===== src/rtl/boot_sequencer.sv =====
// boot_sequencer: load a data image into DMem, pulse the core out of reset,
// wait for done or a cycle timeout, then stream a result window back out.
module boot_sequencer #(
    parameter logic [7:0] DUMP_BASE  = 8'd0,
    parameter int         DUMP_LEN   = 8,
    parameter int         RST_CYCLES = 2,
    parameter int         TIMEOUT    = 4095,
    parameter int         CYCW       = 16
) (
    input  logic            clk,
    input  logic            reset,
    input  logic            start,
    input  logic            in_valid,
    output logic            in_ready,
    input  logic [7:0]      in_addr,
    input  logic [7:0]      in_data,
    input  logic            in_last,
    output logic            dm_wen,
    output logic [7:0]      dm_addr,
    output logic [7:0]      dm_wdat,
    input  logic [7:0]      dm_rdat,
    output logic            core_reset,
    input  logic            core_done,
    output logic            out_valid,
    input  logic            out_ready,
    output logic [7:0]      out_data,
    output logic            out_last,
    output logic            busy,
    output logic            timeout,
    output logic [CYCW-1:0] cycles
);

    typedef enum logic [2:0] {
        ST_IDLE     = 3'd0,
        ST_LOAD     = 3'd1,
        ST_RST_CORE = 3'd2,
        ST_RUN      = 3'd3,
        ST_DUMP     = 3'd4,
        ST_FINISH   = 3'd5
    } state_t;

    localparam logic [CYCW-1:0] CYC_MAX   = {CYCW{1'b1}};
    localparam logic [CYCW-1:0] TIMEOUT_C = CYCW'(TIMEOUT);
    localparam logic [8:0]      LEN_C     = 9'(DUMP_LEN);
    localparam logic [8:0]      LAST_IDX  = 9'(DUMP_LEN - 1);
    localparam logic [15:0]     RST_LAST  = 16'(RST_CYCLES - 1);

    state_t          state_r, state_s;
    logic [15:0]     rst_cnt_r, rst_cnt_s;
    logic [CYCW-1:0] cycles_r, cycles_s, cyc_inc_s;
    logic            timeout_r, timeout_s;
    logic [8:0]      idx_r, idx_s;
    logic            out_valid_r, out_valid_s;
    logic [7:0]      out_data_r, out_data_s;
    logic            out_last_r, out_last_s;

    // State register
    always_ff @(posedge clk or negedge reset) begin
        if (!reset) begin
            state_r <= ST_IDLE;
        end else begin
            state_r <= state_s;
        end
    end

    // Datapath registers: reset-hold counter, run counter, dump index, output slot
    always_ff @(posedge clk or negedge reset) begin
        if (!reset) begin
            rst_cnt_r   <= 16'd0;
            cycles_r    <= {CYCW{1'b0}};
            timeout_r   <= 1'b0;
            idx_r       <= 9'd0;
            out_valid_r <= 1'b0;
            out_data_r  <= 8'd0;
            out_last_r  <= 1'b0;
        end else begin
            rst_cnt_r   <= rst_cnt_s;
            cycles_r    <= cycles_s;
            timeout_r   <= timeout_s;
            idx_r       <= idx_s;
            out_valid_r <= out_valid_s;
            out_data_r  <= out_data_s;
            out_last_r  <= out_last_s;
        end
    end

    // Next-state, next-datapath and the combinational DMem port
    always_comb begin
        state_s     = state_r;
        rst_cnt_s   = rst_cnt_r;
        cycles_s    = cycles_r;
        timeout_s   = timeout_r;
        idx_s       = idx_r;
        out_valid_s = out_valid_r;
        out_data_s  = out_data_r;
        out_last_s  = out_last_r;
        dm_wen      = 1'b0;
        dm_addr     = 8'd0;
        dm_wdat     = 8'd0;
        // saturating increment so a huge TIMEOUT can never wrap the counter
        if (cycles_r == CYC_MAX) begin
            cyc_inc_s = cycles_r;
        end else begin
            cyc_inc_s = cycles_r + {{(CYCW-1){1'b0}}, 1'b1};
        end

        case (state_r)
            ST_IDLE, ST_FINISH: begin
                if (start) begin
                    state_s   = ST_LOAD;
                    cycles_s  = {CYCW{1'b0}};
                    timeout_s = 1'b0;
                end else begin
                    state_s = state_r;
                end
            end
            ST_LOAD: begin
                // in_ready is 1 throughout LOAD, so in_valid alone is the handshake
                if (in_valid) begin
                    dm_wen  = 1'b1;
                    dm_addr = in_addr;
                    dm_wdat = in_data;
                    if (in_last) begin
                        state_s   = ST_RST_CORE;
                        rst_cnt_s = 16'd0;
                    end else begin
                        state_s = ST_LOAD;
                    end
                end else begin
                    state_s = ST_LOAD;
                end
            end
            ST_RST_CORE: begin
                if (rst_cnt_r == RST_LAST) begin
                    state_s = ST_RUN;
                end else begin
                    rst_cnt_s = rst_cnt_r + 16'd1;
                end
            end
            ST_RUN: begin
                cycles_s = cyc_inc_s;
                // done has priority over a timeout on the same cycle
                if (core_done) begin
                    state_s = ST_DUMP;
                    idx_s   = 9'd0;
                end else if (cyc_inc_s >= TIMEOUT_C) begin
                    state_s   = ST_DUMP;
                    timeout_s = 1'b1;
                    idx_s     = 9'd0;
                end else begin
                    state_s = ST_RUN;
                end
            end
            ST_DUMP: begin
                dm_addr = DUMP_BASE + idx_r[7:0];
                if (out_valid_r && out_ready && out_last_r) begin
                    state_s     = ST_FINISH;
                    out_valid_s = 1'b0;
                    out_last_s  = 1'b0;
                end else if ((!out_valid_r || out_ready) && (idx_r < LEN_C)) begin
                    out_data_s  = dm_rdat;
                    out_valid_s = 1'b1;
                    out_last_s  = (idx_r == LAST_IDX);
                    idx_s       = idx_r + 9'd1;
                end else begin
                    state_s = ST_DUMP;
                end
            end
            default: begin
                state_s = ST_IDLE;
            end
        endcase
    end

    assign in_ready   = (state_r == ST_LOAD);
    assign busy       = (state_r != ST_IDLE) && (state_r != ST_FINISH);
    assign core_reset = (state_r != ST_RUN);
    assign out_valid  = out_valid_r;
    assign out_data   = out_data_r;
    assign out_last   = out_last_r;
    assign timeout    = timeout_r;
    assign cycles     = cycles_r;

endmodule


===== config.mk =====
export PLATFORM = sky130hd
export DESIGN_NAME = boot_sequencer
export DESIGN_NICKNAME = d
export VERILOG_FILES = /design/src/rtl/boot_sequencer.sv
export SDC_FILE = /design/constraint.sdc
export NUM_CORES = 1
export LEC_CHECK = 0
export ABC_AREA = 1
export CELL_PAD_IN_SITES_DETAIL_PLACEMENT = 1
export CELL_PAD_IN_SITES_GLOBAL_PLACEMENT = 1
export CORE_UTILIZATION = 35
export CTS_CLUSTER_SIZE = 10
export DETAILED_ROUTE_END_ITERATION = 6
export PLACE_DENSITY_LB_ADDON = 0.1
export SLEW_MARGIN = 5
export SYNTH_ARGS = -nofsm -noshare
export SYNTH_HDL_FRONTEND = slang
export SYNTH_SLANG_ARGS = --single-unit

===== constraint.sdc =====
create_clock -name clk -period 3.5 [get_ports clk]
set_input_delay 0.7 -clock clk [delete_from_list [all_inputs] [get_ports clk]]
set_output_delay 0.7 -clock clk [all_outputs]
set_load 0.02 [all_outputs]

# [Word-level counts from Yosys, hierarchy flattened]
# Cells that the tools add are included.
[classes] n_addsub=3 n_lt_le_gt_ge=2 n_eq_ne=21 n_mux=35 n_bitwise=1 n_reduce_logical=20
[op_table] cell="$mux 16" count=5
[op_table] cell="$pmux 16 s2" count=2
[op_table] cell="$mux 9" count=4
[op_table] cell="$add 16x1->16 const B" count=2
[op_table] cell="$mux 8" count=3
[op_table] cell="$mux 3" count=7
[op_table] cell="$pmux 9 s2" count=1
[op_table] cell="$eq 16x1->1 const B" count=1
[op_table] cell="$eq 16x16->1 const B" count=1
[op_table] cell="$ge 16x12->1 const B" count=1
[op_table] cell="$ne 2x2->1 const B" count=8
[op_table] cell="$pmux 8 s2" count=1
[op_table] cell="$pmux 3 s5" count=1
[op_table] cell="$reduce_and 4->1" count=3
[op_table] cell="$add 9x1->9 const B" count=1
[op_table] cell="$eq 9x3->1 const B" count=1
[op_table] cell="$lt 9x4->1 const B" count=1
[op_table] cell="$mux 1" count=9
[op_table] cell="$ne 3x3->1 const B" count=3
[op_table] cell="$reduce_bool 2->1" count=4
[op_table] cell="$eq 3x2->1 const B" count=2
[op_table] cell="$eq 3x3->1 const B" count=2
[op_table] cell="$reduce_and 3->1" count=2
[op_table] cell="$logic_and 1x1->1" count=4
[op_table] cell="12 further kinds" count=13
[totals] ff_bits=55 in_bits=31 elab_cells=90

# [Longest topological paths before layout]
# Gate-level depths: netlist of the first run.
[depth] ltp_word=6 ltp_mapped=14 depth_no_buf=14

# [Worst setup path after synthesis of the first run]
# OpenSTA, ideal clock, no wires.
[synth_path] path_type="register -> output" startpoint="register state_r[0]" endpoint="output dm_wdat[0]" t_arrival_ps=1466 slack_ps=1334 path_stages_with_launch=7 n_path_buf=0 cell_sequence="dfrtp_1 -> inv_1 -> nor2_1 -> inv_1 -> nor2_2 -> clkinv_1 -> nor2_1"
[synth_between] elab_chain_cells=2
[synth_rtl] item="start, declared" line_no="48" rtl="state_t state_r, state_s;"
[synth_rtl] item="start signal, assigned" line_no="62" rtl="state_r <= state_s;"
[synth_rtl] item="$eq 3x1->1"
[synth_rtl] item="via in_ready" line_no="14" rtl="output logic in_ready,"
[synth_rtl] item="$mux 8" line_no="107" rtl="case (state_r)"
[synth_rtl] item="end, declared" line_no="20" rtl="output logic [7:0] dm_wdat,"
# The timed path passes the listed nets, and every way through them passes these cells.

# [Final worst setup path of the first run]
[layout_path] startpoint="register state_r[0]" endpoint="output dm_wdat[4]"
[layout_between] elab_chain_cells=2
[layout_rtl] item="$eq 3x1->1" line_no="107"
[layout_rtl] item="$mux 8" line_no="107"
# Every way passes these cells.

==> results of run 1 <==
## cells in the mapped netlist, drive strengths merged
library cell | n | area (um2)
nand2 | 107 | 411.7
nor2 | 61 | 274.0
dfrtp | 55 | 1376
inv | 49 | 183.9
nand3 | 30 | 185.2
xor2 | 19 | 166.4
o22ai | 18 | 112.6
o21ai | 16 | 80.08
nand4 | 13 | 96.34
a21oi | 10 | 50.05
nor3 | 10 | 50.05
mux2 | 8 | 90.09
a22o | 7 | 61.31
clkbuf | 5 | 18.77
ha | 4 | 50.05
nor4 | 3 | 18.77
a32o | 2 | 20.02
buf | 2 | 10.01
clkinv | 2 | 7.510
nand3b | 2 | 15.01
nor3b | 1 | 7.510
o211ai | 1 | 7.510
## kinds of logic (layout without fill, tap and decap cells)
logic type / after synthesis / in the layout / share of synthesized area
multiplexers: 8 / 8 / 0.02736
buffers and inverters: 58 / 140 / 0.06687
AND/OR/NAND/NOR: 227 / 227 / 0.3214
AO/OA/AOI/OAI: 54 / 54 / 0.1007
XOR/XNOR: 19 / 19 / 0.05053
flip-flops: 55 / 55 / 0.4179
adder cells (fa/ha/maj): 4 / 4 / 0.01520
## sequential cells by signal, summed over array words and instances, names as in the netlist
register   count
out_last       1
cycles        16
timeout        1
rst_cnt_r     16
state_r        3
idx_r          9
out_data       8
out_valid      1
## worst max-delay path by stage
stage	from	end	slack [ns]	cells after the start
4_1_cts	state_r[0]$_DFFE_PN0P_	dm_wdat[4]	0.46	7
3_3_place_gp	in_valid	dm_addr[2]	0.56	5
2_1_floorplan	state_r[0]$_DFFE_PN0P_	dm_wdat[0]	1.33	6
6_report	state_r[0]$_DFFE_PN0P_	dm_wdat[4]	0.50	7
3_5_place_dp	in_valid	dm_addr[1]	0.55	5
5_1_grt	state_r[0]$_DFFE_PN0P_	dm_wdat[1]	0.22	7
## stage by stage
stage          power [mW]    util  setup WS, ns  hold slack, ns
6_report            2.251  0.4665        0.5049          0.3615
5_1_grt             2.410  0.4665        0.2234          0.3865
4_1_cts             2.281  0.4665        0.4615          0.3771
3_5_place_dp        1.923  0.4582        0.5470          0.4658
3_3_place_gp        1.896  0.4582        0.5626          0.4499
2_1_floorplan       1.441       -         1.334          0.4044
## power breakdown
group | total [mW] | switching [mW] | internal (mW)
clock | 0.350 | 0.216 | 0.134
sequential | 0.835 | 0.102 | 0.733
combinational | 1.07 | 0.634 | 0.432
## layer usage
layer  up-vias  share of wire
li1       1565              -
met1      1566           0.46
met2        62           0.49
met3         5          0.039
met4         0         0.0080
met5         -              0
## area by class of cell
class                      count  area [um2]  share of cell area
tap                          111       138.9             0.03237
timing repair buffer          83       810.8              0.1890
clock inverter                 1       7.507            0.001750
inverter                      51       191.4             0.04462
clock buffer                   5       68.82             0.01604
multi-input combinational    312        1697              0.3955
sequential                    55        1376              0.3208
==> summary.txt, run 1 <==
CTS
  • Clock sink total: 55
  • Hold buffer count at cts: 0
  • PostCTS Resize Cnt: 0
  • Worst-Skew Late Latency: 0.31 ns
  • CTS tree: yes
  • Root buffer cell: clkbuf_8
  • Reg clk slew, reported paths: 0.10 ns
  • Max Buffers Root-to-Sink: 2
  • H-tree depth: 2
  • Num CTS Buffers: 5
  • # Post-CTS Setup Buffers: 0

Routing
  • Via density: 5.175
  • Drt first pass iters: 4
  • WL/cell: 15.28 um
  • Via count: 3198
  • Initial DRC count: 68
  • Routed WL: 9.445 mm
  • Final ANT Viol Nets: 0
  • DRC Markers: 0

Final layout
  • Fin cells: 618
  • Area Overhead vs Synth: 30.28%
  • Fill count: 1152
  • Antenna cell count: 0
  • Most frequent cells in the layout: nand2_1, clkdlybuf4s50_1, dfrtp_1, nor2_1, inv_1
  • Final Cell Area: 4290 um2
  • Fraction of layout cells with a size suffix above 1: 0.07692
  • Commonest non-fill, non-tap cell in the layout: nand2_1
  • Fin nets: 543

STA
  • Final setup fails: 0
  • Min Tclk post-route: 2.995 ns
  • RSZ-0062 raised after global routing: no
  • Final setup TNS: 0 ns
  • Fin. Hold Viols: 0
  • Slew Limit Headroom: 0.6389
  • Fin crit share: 0.8557
  • Max Transition Viols Final: 0
  • Fmax: 333.9 MHz
  • Worst Clk Skew: 0.008814 ns
  • Measured slew at the worst slew-check pin: 0.5416 ns

Worst setup path
  • Nature of the critical path startpoint: flip-flop
  • Crit-path cells: inv_1, nor2_1, inv_1, nor2_2, clkinv_1, nor2_1, clkdlybuf4s50_1
  • Critical path's largest stage delay: 0.62 ns
  • Crit Path Class: reg2out
  • Required time at the worst-slack endpoint: 2.80 ns
  • Worst R2R End: idx_r[2]$_DFFE_PN0P_
  • R2R depth: 12
  • R2R Setup Slk: 1.03 ns
  • Worst Path Buf+Inv: 4
  • Cell family with most CP delay: buffers and inverters
  • CP max-delay cell: clkdlybuf4s50_1
  • R2r startpoint: cycles[0]$_DFFE_PN0P_
  • Crit path arrival time: 2.30 ns
  • Critical Path Fanout Max: 10
  • CP endpoint kind: output pin

Floorplan
  • Die X: 99 um
  • I/O pins: 78
  • Die area: 9801 um2
  • Row cnt: 35
  • Die Ht: 99 um
  • Initial cell density of the core: 0.3581
  • Core Area: 9196 um2

Yosys
  • Mapped Area: 3293 um2
  • Mean Syn Cell Area: 7.749 um2
  • Seq cells post-synth: 55
  • Gate Count Post-Synth: 425
  • Syn. warnings: 0
  • Share of the yosys chip area belonging to registers: 0.4179
  • Mapped Nets: 460
  • Netlist cell types: 31

GRT
  • Pin count of the biggest net entering global routing: 24
  • Total gr overflow: 0
  • Routing usage on met3: 0.03333
  • GR Util met2: 0.3577
  • Antenna violations before repair: 0
  • Vias in the first global route: 3367
  • GRT Util Overall: 0.2016
  • First-pass GRT wire length: 15.81 mm
  • Busiest layer in global routing: met2
  • Routing usage on met1: 0.2578

Place
  • # port buffers: 77
  • Detail Placement HPWL: 7.337 mm
  • Post-DP Area: 4214 um2
  • Placed Cells: 612
  • Gp weighted congestion: 0.8210

Pwr
  • Max VDD drop: 310.9 uV
  • Power per standard cell area: 524.6 nW/um2
  • Leakage power of the design: 1.860 nW

Outcome
  • Status: completed

Flow run
  • Max Cap Viol: 0

Hold path
  • HP Class: in2async
Note: power is estimated with default switching activity, not from simulation.
==> run 2, diff against run 1 <==
--- a/config.mk
+++ b/config.mk
@@ -11,6 +11,7 @@
 export CORE_UTILIZATION = 35
 export CTS_CLUSTER_SIZE = 10
 export DETAILED_ROUTE_END_ITERATION = 6
+export HOLD_SLACK_MARGIN = 0.15
 export PLACE_DENSITY_LB_ADDON = 0.1
 export SLEW_MARGIN = 5
 export SYNTH_ARGS = -nofsm -noshare
==> results of run 2 <==
No change in the layout: final DEF, timing and power equal those of run 1.
==> run 3, diff against run 2 <==
==> constraint.sdc (replaced) <==
create_clock -name clk -period 3.8 [get_ports clk]
set_input_delay 0.76 -clock clk [delete_from_list [all_inputs] [get_ports clk]]
set_output_delay 0.76 -clock clk [all_outputs]
set_load 0.02 [all_outputs]
==> summary.txt, run 3 (same netlist as run 1, synthesis figures left out) <==
Routing
  • Initial DRC count: 65 (-4.4%)
  • WL/cell: 14.97 um (-2.1%)
  • Routed WL: 9.236 mm (-2.2%)
  • Via density: 5.123 (-1.0%)
  • Final ANT Viol Nets: 0 (unchanged)
  • Via count: 3161 (-1.2%)
  • Drt first pass iters: 4 (unchanged)
  • DRC Markers: 0 (unchanged)

CTS
  • CTS tree: yes
  • Hold buffer count at cts: 0 (unchanged)
  • Root buffer cell: clkbuf_8
  • Max Buffers Root-to-Sink: 2 (unchanged)
  • # Post-CTS Setup Buffers: 0 (unchanged)
  • Worst-Skew Late Latency: 0.31 ns (about the same)
  • Num CTS Buffers: 5 (unchanged)
  • Clock sink total: 55 (unchanged)
  • Reg clk slew, reported paths: 0.10 ns (about the same)
  • H-tree depth: 2 (unchanged)
  • PostCTS Resize Cnt: 0 (unchanged)

Final layout
  • Multi-input gate area: 1697 um2 (unchanged)
  • Total area of sequential cells: 1376 um2 (unchanged)
  • Fin nets: 542 (-0.18%)
  • Fraction of layout cells with a size suffix above 1: 0.07510 (-0.001824)
  • Most frequent cells in the layout: nand2_1, clkdlybuf4s50_1, dfrtp_1, nor2_1, inv_1
  • Final Cell Area: 4283 um2 (-0.17%)
  • Fill count: 1158 (+0.52%)
  • Commonest non-fill, non-tap cell in the layout: nand2_1
  • Antenna cell count: 0 (unchanged)
  • Area Overhead vs Synth: 30.05%

Place
  • # port buffers: 77 (unchanged)
  • Post-DP Area: 4207 um2 (-0.18%)
  • Detail Placement HPWL: 7.051 mm (-3.9%)
  • Gp weighted congestion: 0.7917 (-3.6%)

Hold path
  • Worst Hold Depth: 2
  • Min-Delay Endpoint: idx_r[8]$_DFFE_PN0P_
  • HP Class: reg2reg
  • Min-Delay Startpoint: idx_r[8]$_DFFE_PN0P_

GRT
  • Antenna violations before repair: 0 (unchanged)
  • First-pass GRT wire length: 16.02 mm (+1.3%)
  • Total gr overflow: 0 (unchanged)
  • GRT Util Overall: 0.2012 (-0.0004255)
  • Vias in the first global route: 3412 (+1.3%)
  • Pin count of the biggest net entering global routing: 35 (+46%)

Outcome
  • Status: completed

Floorplan
  • Row cnt: 35 (unchanged)
  • Initial cell density of the core: 0.3581 (unchanged)
  • Die Ht: 99 um (unchanged)
  • Die area: 9801 um2 (unchanged)
  • Die X: 99 um (unchanged)
  • I/O pins: 78 (unchanged)
  • Core Area: 9196 um2 (unchanged)

Pwr
  • Max VDD drop: 249.8 uV (-20%)
  • Pwr Total: 2.065 mW (-8.3%)
  • Power per standard cell area: 482.1 nW/um2 (-8.1%)
  • Leakage power of the design: 1.855 nW (-0.26%)

Worst setup path
  • CP endpoint kind: output pin
  • Worst R2R End: idx_r[3]$_DFFE_PN0P_
  • R2R Setup Slk: 1.35 ns (+0.32 ns)
  • Crit path top cell by count: clkdlybuf4s50_1
  • Nature of the critical path startpoint: primary input
  • R2R depth: 12 (unchanged)
  • CP max-delay cell: clkdlybuf4s50_1
  • R2r startpoint: cycles[0]$_DFFE_PN0P_
  • Critical path's largest stage delay: 0.53 ns (-0.09 ns)
  • Critical Path Fanout Max: 8 (-2)
  • Crit path arrival time: 2.31 ns (about the same)
  • Crit-path cells: clkdlybuf4s50_1, nand2_1, clkinv_1, a22o_1, clkdlybuf4s50_1
  • Required time at the worst-slack endpoint: 3.04 ns (+0.24 ns)
  • Crit Path Class: in2out

STA
  • Measured slew at the worst slew-check pin: 0.8346 ns (+0.2930 ns)
  • Final setup fails: 0 (unchanged)
  • Min Tclk post-route: 3.067 ns
  • Final setup TNS: 0 ns (unchanged)
  • Fin. Hold Viols: 0 (unchanged)
  • Fin Hold WS: 0.4974 ns (+0.1359 ns)
  • RSZ-0062 raised after global routing: no
  • Max Transition Viols Final: 0 (unchanged)
  • Slew Limit Headroom: 0.4436 (-0.1953)
  • Fmax: 326.1 MHz
  • Worst Clk Skew: 0.01097 ns (+0.002156 ns)
  • Fin crit share: 0.8071

Flow run
  • Max Cap Viol: 0 (unchanged)
run 3: cell types whose count changed in the layout (fill, tap and decap cells not counted), sizes merged:
cell  delta
buf      -1
run 3: per-stage QoR:
| stage | std cells | worst slack [ns] | utilization |
|---|---|---|---|
| after floorplan | 425 | 1.574 | - |
| after global placement | 611 | 0.7432 | 0.4574 |
| after detailed placement | 611 | 0.7068 | 0.4574 |
| after CTS | 617 | 0.6985 | 0.4657 |
| after global routing | 617 | 0.4916 | 0.4657 |
| final | 617 | 0.7330 | 0.4657 |
run 3: area by class of cell:
cell class | instances | area share
Clock buffer | 5 | 0.01607
Multi-Input combinational cell | 312 | 0.3961
Inverter | 51 | 0.04470
Timing Repair Buffer | 82 | 0.1876
Sequential cell | 55 | 0.3214
Tap cell | 111 | 0.03243
Clock inverter | 1 | 0.001753
run 3: per-layer routing:
layer / GRT usage / share of wire
met5: 0 / 0
met4: 0.04478 / 0.010
met3: 0.04113 / 0.046
met2: 0.3427 / 0.47
met1: 0.2628 / 0.47
run 3: power by group:
part / total [mW] / switching (mW) / internal (mW)
sequential: 0.767 / 0.0915 / 0.675
combinational: 0.975 / 0.578 / 0.397
clock: 0.323 / 0.199 / 0.123
run 3: worst max path at each step:
stage,startpoint,slack [ns],endpoint
2_1_floorplan,state_r[0]$_DFFE_PN0P_,1.57,dm_wdat[0]
3_3_place_gp,in_valid,0.74,dm_addr[2]
3_5_place_dp,in_valid,0.71,dm_addr[1]
4_1_cts,in_valid,0.70,dm_addr[7]
5_1_grt,state_r[0]$_DFFE_PN0P_,0.49,dm_wdat[1]
6_report,in_valid,0.73,dm_addr[7]
run 3: critical path, delay by kind of cell:
family / cells / cell delay [ns]
buffers and inverters: 3 / 1.18
AO/OA/AOI/OAI: 1 / 0.26
AND/OR/NAND/NOR: 1 / 0.10
